## src/rtl/fpm_pkg.sv

```systemverilog
// Shared types and helpers for the parametrised pipelined floating-point multiplier.
// Operand classes, exception flag layout and the canonical quiet-NaN pattern.
package fpm_pkg;

   typedef enum logic [1:0] {ZERO, NORM, INF, NAN} fp_class_e;

   typedef struct packed {
      logic invalid;
      logic overflow;
      logic underflow;
      logic inexact;
   } fp_flags_t;

   localparam int QNAN_MAX_W = 64;

   // Canonical quiet NaN {0, all ones, 1, 0...}, right-aligned in a wide word.
   function automatic logic [QNAN_MAX_W-1:0] qnan(input int exp_w, input int man_w);
      logic [QNAN_MAX_W-1:0] q;
      q = '0;
      for (int i = 0; i < exp_w; i++) q[man_w+i] = 1'b1;
      q[man_w-1] = 1'b1;
      return q;
   endfunction

endpackage

```

## src/rtl/fpm_round.sv

```systemverilog
// Normalise the raw mantissa product and round it to nearest-even.
// A carry out of rounding renormalises by bumping the exponent.
module fpm_round
   import fpm_pkg::*;
#(
   parameter int EXP_W = 8,
   parameter int MAN_W = 23
) (
   input  logic [2*MAN_W+1:0]       product,
   input  logic signed [EXP_W+1:0]  exp_sum,
   output logic [MAN_W-1:0]         frac,
   output logic signed [EXP_W+1:0]  exp,
   output logic                     inexact
);

   localparam int PW = 2*MAN_W + 2;
   localparam int XW = EXP_W + 2;

   logic [PW-2:0]          norm;
   logic signed [XW-1:0]   exp_n;
   logic                   guard;
   logic                   sticky;
   logic                   lsb;
   logic                   round_up;
   logic [MAN_W:0]         rounded;

   // norm holds everything below the hidden bit; a product in [2,4) gives up one exponent step.
   always_comb begin
      norm     = {product[PW-3:0], 1'b0};
      exp_n    = exp_sum;
      if (product[PW-1]) begin
         norm  = product[PW-2:0];
         exp_n = exp_sum + XW'(1);
      end
      guard    = norm[MAN_W];
      sticky   = |norm[MAN_W-1:0];
      lsb      = norm[MAN_W+1];
      round_up = guard & (sticky | lsb);
      rounded  = {1'b0, norm[PW-2 -: MAN_W]} + {{MAN_W{1'b0}}, round_up};
      frac     = rounded[MAN_W-1:0];
      exp      = rounded[MAN_W] ? exp_n + XW'(1) : exp_n;
      inexact  = guard | sticky;
   end

endmodule

```

## src/rtl/fpm_pipe_param.sv

```systemverilog
// Four-stage pipelined IEEE-style multiplier (unpack, multiply, round, pack) with
// valid/ready flow control; every stage advances together whenever the output can move.
module fpm_pipe_param
   import fpm_pkg::*;
#(
   parameter  int EXP_W = 8,
   parameter  int MAN_W = 23,
   localparam int W     = 1 + EXP_W + MAN_W
) (
   input  logic         clk,
   input  logic         rst,
   input  logic         in_valid,
   output logic         in_ready,
   input  logic [W-1:0] a,
   input  logic [W-1:0] b,
   output logic         out_valid,
   input  logic         out_ready,
   output logic [W-1:0] c,
   output logic [3:0]   flags
);

   localparam int BIAS = 2**(EXP_W-1) - 1;
   localparam int PW   = 2*MAN_W + 2;
   localparam int XW   = EXP_W + 2;

   localparam logic [EXP_W-1:0]        EXP_ONES  = '1;
   localparam logic signed [XW-1:0]    EXP_OVF   = XW'(2**EXP_W - 1);
   localparam logic signed [XW-1:0]    EXP_ZERO  = '0;
   localparam logic [QNAN_MAX_W-1:0]   QNAN_FULL = qnan(EXP_W, MAN_W);
   localparam logic [W-1:0]            QNAN      = QNAN_FULL[W-1:0];

   function automatic fp_class_e classify(input logic [EXP_W-1:0] e, input logic [MAN_W-1:0] f);
      if (e == '0)
         return ZERO;
      if (e == EXP_ONES)
         return (f == '0) ? INF : NAN;
      return NORM;
   endfunction

   logic adv;

   logic                  v1, v2, v3;
   logic                  s1_sa, s1_sb;
   fp_class_e             s1_ca, s1_cb;
   logic [EXP_W-1:0]      s1_ea, s1_eb;
   logic [MAN_W:0]        s1_ma, s1_mb;

   logic                  s2_sign;
   fp_class_e             s2_ca, s2_cb;
   logic [PW-1:0]         s2_prod;
   logic signed [XW-1:0]  s2_exp;

   logic [MAN_W-1:0]      rnd_frac;
   logic signed [XW-1:0]  rnd_exp;
   logic                  rnd_inexact;

   logic                  s3_sign;
   fp_class_e             s3_ca, s3_cb;
   logic [MAN_W-1:0]      s3_frac;
   logic signed [XW-1:0]  s3_exp;
   logic                  s3_inexact;

   logic [W-1:0]          pack_c;
   fp_flags_t             pack_flags;

   assign adv      = !out_valid || out_ready;
   assign in_ready = adv;

   // Stage valid bits; bubbles travel with the data rather than being squeezed out.
   always_ff @(posedge clk) begin
      if (rst) begin
         v1        <= 1'b0;
         v2        <= 1'b0;
         v3        <= 1'b0;
         out_valid <= 1'b0;
      end else if (adv) begin
         v1        <= in_valid;
         v2        <= v1;
         v3        <= v2;
         out_valid <= v3;
      end
   end

   always_ff @(posedge clk) begin
      if (adv) begin
         s1_sa   <= a[W-1];
         s1_sb   <= b[W-1];
         s1_ca   <= classify(a[W-2 -: EXP_W], a[MAN_W-1:0]);
         s1_cb   <= classify(b[W-2 -: EXP_W], b[MAN_W-1:0]);
         s1_ea   <= a[W-2 -: EXP_W];
         s1_eb   <= b[W-2 -: EXP_W];
         s1_ma   <= {1'b1, a[MAN_W-1:0]};
         s1_mb   <= {1'b1, b[MAN_W-1:0]};

         s2_sign <= s1_sa ^ s1_sb;
         s2_ca   <= s1_ca;
         s2_cb   <= s1_cb;
         s2_prod <= PW'(s1_ma) * PW'(s1_mb);
         s2_exp  <= XW'(s1_ea) + XW'(s1_eb) - XW'(BIAS);

         s3_sign    <= s2_sign;
         s3_ca      <= s2_ca;
         s3_cb      <= s2_cb;
         s3_frac    <= rnd_frac;
         s3_exp     <= rnd_exp;
         s3_inexact <= rnd_inexact;
      end
   end

   fpm_round #(
      .EXP_W (EXP_W),
      .MAN_W (MAN_W)
   ) u_round (
      .product (s2_prod),
      .exp_sum (s2_exp),
      .frac    (rnd_frac),
      .exp     (rnd_exp),
      .inexact (rnd_inexact)
   );

   // Special operands override the arithmetic path; range checks only apply to normal*normal.
   always_comb begin
      pack_c     = '0;
      pack_flags = '0;
      if (s3_ca == NAN || s3_cb == NAN ||
          (s3_ca == INF && s3_cb == ZERO) || (s3_ca == ZERO && s3_cb == INF)) begin
         pack_c             = QNAN;
         pack_flags.invalid = 1'b1;
      end else if (s3_ca == INF || s3_cb == INF) begin
         pack_c = {s3_sign, EXP_ONES, {MAN_W{1'b0}}};
      end else if (s3_ca == ZERO || s3_cb == ZERO) begin
         pack_c = {s3_sign, {(W-1){1'b0}}};
      end else if (s3_exp >= EXP_OVF) begin
         pack_c              = {s3_sign, EXP_ONES, {MAN_W{1'b0}}};
         pack_flags.overflow = 1'b1;
         pack_flags.inexact  = 1'b1;
      end else if (s3_exp <= EXP_ZERO) begin
         pack_c               = {s3_sign, {(W-1){1'b0}}};
         pack_flags.underflow = 1'b1;
         pack_flags.inexact   = 1'b1;
      end else begin
         pack_c             = {s3_sign, s3_exp[EXP_W-1:0], s3_frac};
         pack_flags.inexact = s3_inexact;
      end
   end

   // Result and flags only change when a live op lands; otherwise they keep their last value.
   always_ff @(posedge clk) begin
      if (rst) begin
         c     <= '0;
         flags <= '0;
      end else if (adv && v3) begin
         c     <= pack_c;
         flags <= pack_flags;
      end
   end

endmodule

```

## config.mk

```make
export PLATFORM = sky130hd
export DESIGN_NAME = fpm_pipe_param
export DESIGN_NICKNAME = d
export VERILOG_FILES = /design/src/rtl/fpm_pkg.sv /design/src/rtl/fpm_round.sv /design/src/rtl/fpm_pipe_param.sv
export SDC_FILE = /design/constraint.sdc
export NUM_CORES = 2
export LEC_CHECK = 0
export BUFFER_PORTS_ARGS = -buffer_cell sky130_fd_sc_hd__buf_4
export CAP_MARGIN = 20
export CORE_MARGIN = 4
export CORE_UTILIZATION = 62
export DETAILED_ROUTE_END_ITERATION = 10
export PLACE_DENSITY = 0.86
export RECOVER_POWER = 50
export SLEW_MARGIN = 15
export SYNTH_ARGS = -nofsm -noshare
export SYNTH_HDL_FRONTEND = slang
export SYNTH_HIERARCHICAL = 1
export SYNTH_SLANG_ARGS = --single-unit
```

## constraint.sdc

```tcl
create_clock -name clk -period 11.4 [get_ports clk]
set_clock_uncertainty 0.05 [all_clocks]
set_input_delay 2.28 -clock clk [delete_from_list [all_inputs] [get_ports clk]]
set_output_delay 2.28 -clock clk [all_outputs]
set_load 0.02 [all_outputs]
```

==> load_flow_metrics.sql <==
INSERT INTO impl_metrics (metric_group, metric, value, unit) VALUES
('global_route', 'global_route.overflow_total', '0', ''),
('worst_setup_path', 'crit_reg_reg_endpoint', 's2_prod[34]$_DFFE_PN_', ''),
('cts', 'clock_latency', '0.57', 'ns'),
('worst_setup_path', 'data_arrival_time_of_the_worst_path', '8.26', 'ns'),
('synthesis', 'postSynthCellCount', '2790', ''),
('synthesis', 'yosys.area_share.simple', '14.9', '%'),
('synthesis', 'synth_adder_area_share', '43.9', '%'),
('route', 'drtAntennaViolNets', '0', ''),
('synthesis', 'yosys-top-cells-count', 'inv_1 (604), fa_1 (483), nand2_1 (317)', ''),
('worst_hold_path', 'timing.hold.worst.class', 'flop to flop', ''),
('cts', 'clkSlewWorstSetupHoldPaths', '0.06', 'ns'),
('floorplan', 'design.die.area', '47800', 'µm²'),
('cts', 'post_cts_resize_count', '0', ''),
('floorplan', 'placementRows', '76', ''),
('route', 'detail_route.drc_violations', '0', ''),
('worst_hold_path', 'hp-start', 's2_cb[0]$_DFFE_PN_', ''),
('route', 'routed_wire_length_per_instance', '21.7', 'µm'),
('sta', 'slew-limit-headroom', '-148', '%'),
('flow_run', 'maxCapViolCount', '4', ''),
('synthesis', 'synthDominantAreaCellType', 'fa_1', ''),
('cts', 'ctsLongestPathBuffers', '3', ''),
('worst_hold_path', 'hold-path-cell-count', '0', ''),
('outcome', 'violations', 'max-capacitance violations, max-slew violations', ''),
('worst_setup_path', 'kind_of_critical_path', 'flop to flop', ''),
('placed_design', 'globalplace.congestion', '1.02', ''),
('synthesis', 'synthesis.area_per_instance', '9.86', 'µm²'),
('worst_setup_path', 'worstRegToRegCells', '23', ''),
('outcome', 'outcome', 'finished with violations', ''),
('placed_design', 'detailed_place.area', '28800', 'µm²'),
('worst_setup_path', 'worst_ep_required_time', '11.66', 'ns'),
('sta', 'worst-slew-pin-transition', '3.72', 'ns'),
('cts', 'numCtsBuffers', '26', ''),
('cts', 'cts_setup_buffers', '0', ''),
('worst_setup_path', 'critPathMaxFanout', '20', ''),
('route', 'vias', '20400', ''),
('synthesis', 'synthesis.area', '27500', 'µm²'),
('sta', 'count_of_final_setup_violators', '0', ''),
('worst_setup_path', 'crit_path_end_kind', 'flop', ''),
('synthesis', 'count_of_warnings_emitted_by_yosys', '6', ''),
('global_route', 'grt_antenna_before_repair', '1', ''),
('cts', 'holdBufCountCts', '0', ''),
('finish', 'finish.net_count', '3577', ''),
('synthesis', 'synth_top_family_by_area', 'adder cells', ''),
('cts', 'clock_sink_count', '210', ''),
('cts', 'ctsRootBufferMaster', 'clkbuf_16', ''),
('sta', 'slew_violations', '178', ''),
('global_route', 'grt_usage', '32.1', '%'),
('floorplan', 'io_pins', '106', ''),
('route', 'dr.first_iter.drc_count', '2048', ''),
('finish', 'final_layout_size_suffix_gt1_share', '4.20', '%'),
('finish', 'area.growth.synth_to_final', '6.71', '%'),
('worst_hold_path', 'holdPathEnd', 's3_cb[0]$_DFFE_PN_', ''),
('synthesis', 'synth_seq_area_share', '21.5', '%'),
('sta', 'max_clock_freq', '125', 'MHz'),
('worst_setup_path', 'ff2ff_setup_slack', '3.40', 'ns'),
('floorplan', 'floorplan.core_area', '43500', 'µm²'),
('placed_design', 'port_buffers', '105', ''),
('finish', 'final_cell_area', '29300', 'µm²'),
('worst_setup_path', 'critPathLaunchType', 'flop', ''),
('finish', 'nFillCells', '3287', ''),
('placed_design', 'place_hpwl', '55.6', 'mm'),
('route', 'vias_per_cell', '5.93', ''),
('floorplan', 'floorplan.initialDensity', '63.3', '%'),
('synthesis', 'synth.area.mux_share', '0.883', '%'),
('sta', 'finalHoldViolations', '0', ''),
('global_route', 'grt_pass1_wl', '119', 'mm'),
('sta', 'final.setup.tns', '0', 'ns'),
('floorplan', 'die_h', '219', 'µm'),
('sta', 'final.min_clock_period', '8.00', 'ns'),
('synthesis', 'synth-xor-area-share', '3.03', '%'),
('route', 'drt_wl_total', '74.7', 'mm');
-- flip-flops by register name, summed over array words and instances (netlist names), 2 cells and up --
name / count
s1_ca: 2
s3_cb: 2
s2_prod: 48
s1_ma: 23
s1_cb: 2
s3_ca: 2
s2_cb: 2
s2_exp: 10
s1_ea: 8
s1_mb: 23
s3_exp: 10
c: 32
s3_frac: 23
s1_eb: 8
flags: 4
s2_ca: 2
-- routing by layer --
metal	share of wire [%]	track usage, %	up-vias
li1	-	-	8689
met1	36	40.4	10200
met2	46	52.1	1232
met3	11	9.37	291
met4	5.7	14.4	0
met5	0	0	-
-- worst max-delay path, cell delays in order, from the launching register on --
cell and delay (ns):
edfxtp_1 1.08, inv_1 0.42, nor2_1 0.25, fa_1 0.47, fa_1 0.52, inv_1 0.05, fa_1 0.48, inv_1 0.05
fa_1 0.46, ha_1 0.32, fa_1 0.48, inv_1 0.05, fa_1 0.48, inv_1 0.04, ha_1 0.41, a21oi_1 0.24
o21ai_0 0.13, a41oi_1 0.35, a21oi_4 0.14, o41ai_4 0.52, o21bai_1 0.17, a21oi_1 0.27, o21ai_0 0.15, xor2_1 0.15
-- worst max path at each step --
stage | from | to | slack, ns
2_1_floorplan | out_ready | in_ready | 4.59
3_3_place_gp | s1_ma[7]$_DFFE_PN_ | s2_prod[47]$_DFFE_PN_ | 3.80
3_5_place_dp | s1_ma[7]$_DFFE_PN_ | s2_prod[47]$_DFFE_PN_ | 3.69
4_1_cts | s1_ma[7]$_DFFE_PN_ | s2_prod[34]$_DFFE_PN_ | 3.64
5_1_grt | s1_ma[7]$_DFFE_PN_ | s2_prod[47]$_DFFE_PN_ | 3.24
6_report | s1_ma[7]$_DFFE_PN_ | s2_prod[34]$_DFFE_PN_ | 3.40
-- metrics by stage --
stage	hold slack (ns)	util [%]	worst slack [ns]	cells
2_1_floorplan	0.350	-	4.59	2790
3_3_place_gp	0.358	66.2	3.80	3389
3_5_place_dp	0.355	66.3	3.69	3390
4_1_cts	0.370	68.3	3.64	3438
5_1_grt	0.375	67.5	3.24	3440
6_report	0.369	67.5	3.40	3440
-- placed cells by master, fill, tap and decap left out, types with 17 or more instances in the layout --
master	instances
inv_1	605
fa_1	483
nand2_1	317
and2_1	250
ha_1	191
edfxtp_1	170
nor2_1	109
clkbuf_1	90
a21oi_1	76
xnor2_1	55
xor2_1	40
dfxtp_1	40
o21ai_0	39
buf_4	34
nand3_1	33
clkbuf_16	29
nor4_1	26
nand4_1	24
a22oi_1	24
mux2i_1	22
clkbuf_4	20
a21o_1	17
-- final cells by class --
class	instances	area (µm²)	area share, %
inverters	608	2280	7.78
well taps	585	732	2.49
clock buffers	36	776	2.64
multi-input cells	1848	18800	64.0
repair buffers	141	751	2.56
flip-flops and latches	210	5910	20.1
clock inverters	12	120	0.409
-- cell families after synthesis --
group / Yosys count
AOI/OAI and AO/OA: 234
xor gates and xnor gates: 95
adders and majority gates: 674
buffers and inverters: 732
DFF: 210
muxes: 24
and+or+nand+nor: 821
Power is not shown: default switching activity piles up to over one toggle a cycle in this logic, so the estimate is an artifact.
